===== src/rtl/wash_sequencer.sv =====
// wash_sequencer: fill/wash/drain cycle controller with prescaled phase counter
// Ports: clk, reset (sync, active-high); start, abort, preset_sel[1:0] front panel;
//   comp_time, comp_time2 comparator match flags; count[7:0], control_preset[1:0]
//   to comparator; fill_valve, motor_on, drain_pump actuators; busy, done, fault status.
module wash_sequencer #(
   parameter int PRESCALE = 4
) (
   input  logic       clk,
   input  logic       reset,
   input  logic       start,
   input  logic       abort,
   input  logic [1:0] preset_sel,
   input  logic       comp_time,
   input  logic       comp_time2,
   output logic [7:0] count,
   output logic [1:0] control_preset,
   output logic       fill_valve,
   output logic       motor_on,
   output logic       drain_pump,
   output logic       busy,
   output logic       done,
   output logic       fault
);
   localparam int PW = $clog2(PRESCALE);
   typedef enum logic [2:0] {IDLE, FILL, WASH, DRAIN, DONE, FAULT} state_t;
   state_t state, next;
   logic [PW-1:0] pre;
   logic tick, phase;
   assign phase = state == FILL || state == WASH || state == DRAIN;
   assign tick = pre == PW'(PRESCALE - 1);
   always_comb begin
      next = state;
      case (state)
         IDLE:  next = abort ? IDLE : start ? FILL : IDLE;
         FILL:  next = abort ? DRAIN : (tick && comp_time2) ? WASH : FILL;
         WASH:  next = abort ? DRAIN : (tick && comp_time) ? DRAIN :
                       (tick && count == 8'hff) ? FAULT : WASH;
         DRAIN: next = (tick && comp_time2) ? DONE : DRAIN;
         DONE:  next = IDLE;
         FAULT: next = abort ? IDLE : FAULT;
         default: next = IDLE;
      endcase
   end
   // Leaving a state restarts the phase timer; FAULT keeps the saturated count visible.
   always_ff @(posedge clk) begin
      if (reset) begin
         state          <= IDLE;
         count          <= '0;
         pre            <= '0;
         control_preset <= '0;
      end else begin
         state <= next;
         if (state == IDLE && next == FILL) control_preset <= preset_sel;
         if (next != state) begin
            pre <= '0;
            if (next != FAULT) count <= '0;
         end else if (phase) begin
            pre <= tick ? '0 : pre + 1'b1;
            if (tick && count != 8'hff) count <= count + 8'd1;
         end
      end
   end
   assign fill_valve = state == FILL;
   assign motor_on   = state == WASH;
   assign drain_pump = state == DRAIN;
   assign busy       = phase || state == DONE;
   assign done       = state == DONE;
   assign fault      = state == FAULT;
endmodule


===== config.mk =====
export PLATFORM = sky130hd
export DESIGN_NAME = wash_sequencer
export DESIGN_NICKNAME = d
export VERILOG_FILES = /design/src/rtl/wash_sequencer.sv
export SDC_FILE = /design/constraint.sdc
export NUM_CORES = 1
export LEC_CHECK = 0
export CORE_MARGIN = 1.5
export CORE_UTILIZATION = 44
export CTS_BUF_LIST = sky130_fd_sc_hd__clkbuf_4 sky130_fd_sc_hd__clkbuf_8 sky130_fd_sc_hd__clkbuf_16
export DETAILED_ROUTE_END_ITERATION = 8
export GPL_TIMING_DRIVEN = 0
export PLACE_DENSITY = 0.81
export SYNTH_ARGS = -nofsm -noshare
export SYNTH_HDL_FRONTEND = slang
export SYNTH_SLANG_ARGS = --single-unit
export TNS_END_PERCENT = 1

===== constraint.sdc =====
create_clock -name clk -period 2 [get_ports clk]
set_clock_uncertainty 0.05 [all_clocks]
set_input_delay 0.4 -clock clk [delete_from_list [all_inputs] [get_ports clk]]
set_output_delay 0.4 -clock clk [all_outputs]
set_load 0.02 [all_outputs]

### Word-level counts from Yosys, hierarchy flattened

Index checks and enable logic that the tools add are counted.

| storage, ports and cells | value |
|---|---|
| input bits | 8 |
| word-level logic and storage cells | 46 |
| bits in registers | 15 |

| operators by class | value |
|---|---|
| equality and inequality tests | 12 |
| reduce and logical (&&, ||, !) cells | 13 |
| muxes and demuxes | 15 |
| add/subtract/negate cells | 2 |

Operators by type and width:

| operator | count |
|---|---|
| $mux W8 | 4 |
| $mux W3 | 5 |
| $pmux W3 S5 | 1 |
| $add A8 B1 Y8 const B | 1 |
| $eq A8 B8 Y1 const B | 1 |
| $ne A8 B8 Y1 const B | 1 |
| $eq A3 B1 Y1 const B | 2 |
| $eq A3 B2 Y1 const B | 2 |
| $eq A3 B3 Y1 const B | 2 |
| $mux W2 | 3 |
| $logic_and A1 B1 Y1 | 5 |
| $reduce_bool A2 Y1 | 2 |
| $logic_not A3 Y1 | 1 |
| $logic_or A1 B1 Y1 | 3 |
| $ne A3 B3 Y1 | 1 |
| $ne A3 B3 Y1 const B | 1 |
| $reduce_and A3 Y1 | 1 |
| $add A2 B1 Y2 const B | 1 |
| $eq A2 B2 Y1 const B | 1 |
| $mux W1 | 2 |
| $ne A2 B1 Y1 const B | 1 |
| $reduce_or A2 Y1 | 1 |

### Longest topological paths before layout

Gate-level depths: netlist of run 1.

| depth | value |
|---|---|
| depth after elaboration | 9 |
| mapped depth | 9 |
| depth with buffers taken out | 6 |

### Least setup slack after synthesis of run 1

OpenSTA, ideal clock, no wires.

| path | value |
|---|---|
| path kind | flip-flop to flip-flop |
| start | reg count[0] |
| end | reg count[0] |
| arrival time | 2100 ps |
| required time | 1823 ps |
| period minus slack after synthesis | 2277 ps |
| slack | -277 ps |
| buffers on the path | 2 |
| cell stages (with the launch flop) | 9 |
| cells stage by stage | dfxtp_1 -> ha_1 -> nand3_1 -> or4b_1 -> buf_2 -> a22o_1 -> buf_6 -> nand3_2 -> o211ai_1 |

| between the ends | value |
|---|---|
| cells in the longest elaborated chain, start to end | 9 |

RTL lines:

| what | RTL line | RTL |
|---|---|---|
| start: declaration | 15 | `output logic [7:0] count,` |
| start signal: assignment | 59 | `if (tick && count != 8'hff) count <= count + 8'd1;` |
| $eq A8 B8 Y1 | 37 | `(tick && count == 8'hff) ? FAULT : WASH;` |
| $logic_and A1 B1 Y1 | 37 |  |
| $mux W3 | 37 |  |
| $mux W3 (2 in a row) | 36 | `WASH: next = abort ? DRAIN : (tick && comp_time) ? DRAIN :` |
| $pmux W3 S5 | 33 | `case (state)` |
| $ne A3 B3 Y1, on equally long branches | 54, 56 |  |
| $ne A2 B1 Y1 (no line) / $reduce_bool A2 Y1 (equally long branches) | n/a |  |
| $reduce_and A3 Y1 (no line) | n/a |  |

Several ways; a longest one is shown, not always the timed one. The select of a mux whose other input is x is not followed.
A chain may end at the register's enable or synchronous reset.

### Worst setup path in the final report of run 1

| path | value |
|---|---|
| start | reg state[1] |
| end | reg count[0] |

| between the ends | value |
|---|---|
| cells in the longest elaborated chain, start to end | 5 |

RTL lines:

| what | RTL line | RTL |
|---|---|---|
| start: declaration | 26 | `state_t state, next;` |
| start signal: assignment | 52 | `state <= next;` |
| $eq A3 B3 Y1, or another cell as far along | 33 |  |
| $pmux W3 S5 / $logic_or A1 B1 Y1 (equally long branches) | 33, 29 |  |
| $ne A3 B3 Y1, or another cell as far along | 54 | `if (next != state) begin` |
| $ne A2 B1 Y1 (no line) / $reduce_bool A2 Y1 (equally long branches) | n/a |  |
| $reduce_and A3 Y1 (no line) | n/a |  |

Several ways; a longest one is shown, not always the timed one.

==> impl_results.md, run 1 <==
* Outcome: finished with violations
* Violated checks: setup timing
* FP Rows at 17
* Die area at 2633 um2
* Syn Nets at 139
* Hold Fails Final Rpt at 0
* Mapped Cells at 129
* Max incr delay on CP at 0.56 ns
* CP delay by family, top: simple AND/OR/NAND/NOR gates
* Num CTS Buffers at 3
* Storage element area at 317.8 um2
* Root Driver: clkbuf_4
* Util after Layout at 0.6352
* DRT iter0 DRCs at 36
* FILL cells at 209
* Synthesized area at 1027 um2
* N_diodes at 0
* Leakage at 0.4840 nW
* Worst path depth at 6
* DR vias at 1,095
* RSZ-0062 raised after global routing: true
* Area Overhead vs Synth at 36.78%
* Vias in the first global route at 1,018
* R2R Path End: count[0]
* YS warnings at 0
* Final Power at 0.0006770 W
* Layout cells sized above 1 at 0.2208
* CTS Hold Bufs at 0
* Worst Setup EP: count[0]
* R2r setup slk at -0.09 ns
* Clock transition at the registers of the reported paths at 0.09 ns
* Max-Cap Viols at 0
* Hold crit path type: register to register
* Placed inst area at 1348 um2
* Finished Cell Area at 1405 um2
* Crit. End Element: register
* Largest net degree at the start of global routing at 11
* Tmin final at 2.092 ns
* Vias per cell at 6.016
* Slew @ Worst Pin at 0.5207 ns
* Crit path max-delay cell type: or4b_4
* Worst EP required at 2.12 ns
* Finish-stage setup viols at 10
* Max-slew violation count at 0
* PD cells at 481.8 nW/um2
* Final ANT Viol Nets at 0
* Port Buffers at 21
* Detail Placement HPWL at 1925 um
* Synth Register Bits at 15
* Total Nets Final at 165
* Io pins at 24
* Worst IR Drop VDD at 0.0003290 V
* Drt total wl at 2638 um
* Worst r2r src: state[1]
* Critical path arrival at 2.21 ns
* Startpoint class of the critical path: register
* Skew-Pair Late Insertion Delay at 0.29 ns
* Die height at 51.32 um
* Starting density of the core at 0.4644
* Drt wl/cell at 14.49 um
* Top FF cell, synth: dfxtp_1
* Core area at 2212 um2
* Cell taking the most area after synthesis: dfxtp_1
* Die width at 51.32 um
* R2R cell count at 6
* Crit Path Category: register to register
* Post-synth ARST share at 0
* Worst path buffer plus inverter count at 1
* Initial antenna violation count at 0
* CTS Sinks at 15
* Crit path launch: state[1]
* Clock Path Buffers at 2
* # DRC at 0
* Top cells by area, synth: dfxtp_1, o2111ai_1, a21oi_1, mux2i_1, nor3_1
* GP Congestion at 0.9108
* Crit share post-route at 1.046
* Pre-antenna DRT Iters at 4
* Post-synthesis cell type count at 38
* Area of the multi-input gates at 738.2 um2
* Worst path cell trace: or3b_4 -> or4b_4 -> a22o_1 -> buf_6 -> nand4_1 -> o211ai_1
* Worst setup margin at -0.09154 ns
* Post-synthesis sequential area ratio at 0.2923
* Post-synth EDFFs at 0
* Synth top area share at 0.2923
* Post-Syn Area per Cell at 7.963 um2
* Fmax at 0.4781 GHz
* Slew margin rel. at 0.6529
* Global route total overflow at 0
* First-pass GRT wire length at 4450 um
* Worst Path Max Fanout at 9
* CTS tree: built
* Gr usage total at 0.2182
* Htree depth at 1
-- layout by cell type (no fill, tap or decap), drive strengths merged, types with 2 or more instances in the layout --
cell type	Yosys	routed
a21oi	12	12
buf	4	5
clkbuf	6	8
clkdlybuf4s15	0	3
clkdlybuf4s50	0	14
dfxtp	15	15
dlygate4sd2	0	3
ha	2	2
inv	4	5
mux2i	4	4
nand2	4	4
nand2b	4	4
nand3	4	4
nand3b	3	3
nand4	6	6
nor2	9	9
nor3	8	8
nor3b	3	3
nor4	4	4
o2111ai	7	7
o211ai	3	3
o21a	2	2
o21ai	7	7
o31a	2	2
or3b	3	3
xnor2	2	2
-- kinds of logic (layout without fill, tap and decap cells) --
family,after synthesis,in the layout,share of synthesized area
AOI/OAI and AO/OA,40,40,0.2716
DFF,15,15,0.2923
adders and majority gates,2,2,0.02436
muxes,4,4,0.03898
and+or+nand+nor,51,51,0.2875
buffers and inverters,14,39,0.05967
xor gates and xnor gates,3,3,0.02558
-- registers in the layout (all words and copies together) (netlist names) --
name and cells:
count 8, state 3, control_preset 2, pre 2
-- per-layer routing --
metal  vias up  part of all wire  track usage
li1        549                 -            -
met1       501              0.44       0.2785
met4         0            0.0038      0.02632
met5         -                 0            0
met3         4             0.063      0.05263
met2        41              0.49       0.3831
-- worst min-delay path, delay by kind of cell, from the launching register on --
| family | cells | cell delay [ns] |
|---|---|---|
| AND/OR/NAND/NOR | 1 | 0.08 |
| multiplexers | 1 | 0.07 |
| flip-flops | 1 | 0.35 |
-- final cells by class --
| class | instances | share of cell area |
|---|---|---|
| multi-input cells | 100 | 0.5254 |
| flip-flops and latches | 15 | 0.2262 |
| repair buffers | 23 | 0.1594 |
| plain buffers | 8 | 0.03295 |
| well taps | 28 | 0.02493 |
| clock buffers | 3 | 0.01603 |
| inverters | 4 | 0.01069 |
| clock inverters | 1 | 0.004452 |
-- synth_stat cells (all sizes together), types with 6 or more instances --
cell,count
nand4,6
a21oi,12
o2111ai,7
clkbuf,6
dfxtp,15
nor3,8
nor2,9
o21ai,7
-- metrics by stage --
stage	hold WS [ns]	setup TNS, ns	std cells	setup slack (ns)
2_1_floorplan	0.4670	-0.3456	129	-0.05228
3_3_place_gp	0.4303	-4.376	178	-0.4517
3_5_place_dp	0.4495	-4.817	178	-0.4930
4_1_cts	0.4732	-1.227	182	-0.1449
5_1_grt	0.5221	-1.176	182	-0.1547
6_report	0.4690	-0.6297	182	-0.09154
-- worst min-delay path by stage --
stage                                 start                end  slack, ns  cells past startpoint
final                     control_preset[1]  control_preset[1]       0.47                      2
after global routing                 pre[1]             pre[1]       0.52                      2
after CTS                             reset           state[1]       0.47                      2
after detailed placement  control_preset[1]  control_preset[1]       0.45                      2
after global placement    control_preset[1]  control_preset[1]       0.43                      2
after floorplan                      pre[1]             pre[1]       0.47                      2
-- where the power goes --
group	internal, W	switching, W
combinational	0.0000759	0.000105
sequential	0.000309	0.0000103
clock	0.0000772	0.000100
total	0.000462	0.000215
-- repair_timing --
action	4_1_cts	5_1_grt
pin swaps	7	5
endpoints found under the setup margin	16	14
resized for setup	13	10
buffers inserted	1	1
Note: power is estimated with default switching activity, not from simulation.
==> run 2, diff against run 1 <==
--- a/config.mk
+++ b/config.mk
@@ -5,12 +5,14 @@
 export SDC_FILE = /design/constraint.sdc
 export NUM_CORES = 1
 export LEC_CHECK = 0
+export CELL_PAD_IN_SITES_DETAIL_PLACEMENT = 1
+export CELL_PAD_IN_SITES_GLOBAL_PLACEMENT = 2
 export CORE_MARGIN = 1.5
-export CORE_UTILIZATION = 44
+export CORE_UTILIZATION = 25
 export CTS_BUF_LIST = sky130_fd_sc_hd__clkbuf_4 sky130_fd_sc_hd__clkbuf_8 sky130_fd_sc_hd__clkbuf_16
 export DETAILED_ROUTE_END_ITERATION = 8
 export GPL_TIMING_DRIVEN = 0
-export PLACE_DENSITY = 0.81
+export PLACE_DENSITY = 0.8
 export SYNTH_ARGS = -nofsm -noshare
 export SYNTH_HDL_FRONTEND = slang
 export SYNTH_SLANG_ARGS = --single-unit
==> run 2 against run 1 <==
  * The flow still finishes with violations (setup timing)
  * First-iteration DRC count increased by 22%
  * Sequential power about the same
  * Critical path depth unchanged
  * Clock power increased by 55%
  * Global-route usage decreased by 4.3 points
  * Register-to-register slack got worse by 0.03 ns
  * Combinational power increased by 9%
  * Fmax decreased by 1.4%
  * Clock-buffer cell count increased by 1
  * Setup slack got worse by 0.029 ns
  * Total power increased by 17%
  * Via count increased by 6.4%
  * Critical endpoint unchanged
==> impl_results.md, run 2 (same netlist as run 1, synthesis figures left out) <==
* Outcome: finished with violations
* Violated checks: setup timing
* Startpoint class of the critical path: register
* Hold wc startpoint: control_preset[1]
* Met2 Track Usage GR at 0.2834
* Root Driver: clkbuf_8
* Hold crit path type: register to register
* Busiest grt layer: met2
* DRT iter0 DRCs at 44
* Met1 GRT Util at 0.2171
* Gr usage total at 0.1756
* CTS tree: built
* Clock transition at the registers of the reported paths at 0.07 ns
* RSZ-0062 raised after global routing: true
* Total Nets Final at 168
* Hold Fails Final Rpt at 0
* Max incr delay on CP at 0.59 ns
* Tmin final at 2.121 ns
* Finish-stage setup viols at 10
* Final ANT Viol Nets at 0
* Leakage at 0.4952 nW
* Vias per cell at 5.628
* Crit Path Category: register to register
* Skew-Pair Late Insertion Delay at 0.25 ns
* FILL cells at 489
* Hold worst-path end: control_preset[1]
* Most frequent cells in the layout: clkdlybuf4s50_1, a21oi_1, nor2_1
* R2R Path End: count[0]
* Leading cell type in the layout, fill and taps excluded: clkdlybuf4s50_1
* Worst hold stages at 2
* Die width at 67.10 um
* Drt wl/cell at 17.25 um
* Crit. End Element: register
* Post-Place Worst Slack at -0.5507 ns
* Detail Placement HPWL at 2446 um
* Io pins at 24
* Cells after DPL at 200
* Port Buffers at 21
* Clock Path Buffers at 2
* Worst Path Max Fanout at 9
* Max-Cap Viols at 0
* R2R cell count at 6
* Pre-antenna DRT Iters at 4
* PD cells at 540.3 nW/um2
* Fin Setup TNS at -0.9843 ns
* # DRC at 0
* Htree depth at 1
* Vias in the first global route at 1,225
* FP Rows at 23
* GR Layer Usage met3 at 0.03547
* Post-Layout Cell Count at 207
* Core area at 3971 um2
* CTS Sinks at 15
* N_diodes at 0
* Layout cells sized above 1 at 0.2675
* Slew margin rel. at 0.6086
* Slew @ Worst Pin at 0.5871 ns
* Max reg flops at 8
* Worst IR Drop VDD at 0.0002233 V
* Die height at 67.10 um
* Drt total wl at 3571 um
* DR vias at 1,165
* Worst path buffer plus inverter count at 1
* Global route total overflow at 0
* Worst EP required at 2.09 ns
* R2r setup slk at -0.12 ns
* Worst path cell trace: or3b_4 -> or4b_4 -> a22o_1 -> buf_6 -> nand3_4 -> o211ai_1
* Largest net degree at the start of global routing at 11
* Initial antenna violation count at 0
* Fmax at 0.4716 GHz
* First-pass GRT wire length at 6016 um
* Die area at 4502 um2
* Biggest regs: count: 8 flops, state: 3 flops
* Worst r2r src: state[1]
* CP delay by family, top: simple AND/OR/NAND/NOR gates
* Crit share post-route at 1.060
* Area Overhead vs Synth at 42.51%
* Crit path max-delay cell type: or4b_4
* Max-slew violation count at 0
* Num CTS Buffers at 3
* Most flops, register: count
* CTS Hold Bufs at 0
* Critical path arrival at 2.21 ns
* Worst setup margin at -0.1205 ns
* GP Congestion at 0.7286
* Starting density of the core at 0.2587
[run 2: layout make-up]
class                           count  area, um2  share of cell area
Inverter                            4      15.01             0.01026
Sequential cell                    15      319.1              0.2179
Multi-Input combinational cell    100      748.2              0.5111
Clock buffer                        4      48.80             0.03333
Timing Repair Buffer               26      224.0              0.1530
Tap cell                           50      62.56             0.04274
Buffer                              8      46.29             0.03162
[run 2: how the worst max path moves through the flow]
stage,start,end,slack (ns),cells after the start
6_report,state[1],count[0],-0.12,6
2_1_floorplan,pre[1],count[0],-0.05,9
4_1_cts,pre[0],count[0],-0.11,8
5_1_grt,state[1],count[0],-0.20,6
3_3_place_gp,comp_time,count[0],-0.53,6
3_5_place_dp,comp_time,pre[0],-0.55,6
[run 2: report_power, final]
part           internal [W]  switching (W)  total [W]
registers          0.000308      0.0000104   0.000318
logic             0.0000777       0.000120   0.000198
clock network      0.000155       0.000120   0.000275
total              0.000541       0.000250   0.000791
[run 2: worst min-delay path, stage by stage (launching register included)]
cell     delay [ns]
dfxtp_1        0.33
mux2i_1        0.07
nor2_1         0.08
[run 2: metal layers]
layer	vias up	wire length [um]
met4	0	119
met2	29	1794
met3	10	104
li1	551	-
met1	575	1552
met5	-	0
[run 2: what timing repair did]
item / CTS / global route
setup endpoints to repair: 16 / 14
resized for setup: 13 / 17
cloned: 0 / 0
pin swaps: 10 / 4
buffers inserted: 2 / 3
[run 2: stage by stage]
step             util  total power (W)  area [um2]  hold WS, ns
2_1_floorplan       -        0.0004396        1102       0.4670
3_3_place_gp   0.3463        0.0004998        1375       0.4340
5_1_grt        0.3686        0.0008287        1464       0.5173
3_5_place_dp   0.3463        0.0005068        1375       0.4461
6_report       0.3686        0.0007909        1464       0.4507
4_1_cts        0.3623        0.0007842        1439       0.4616
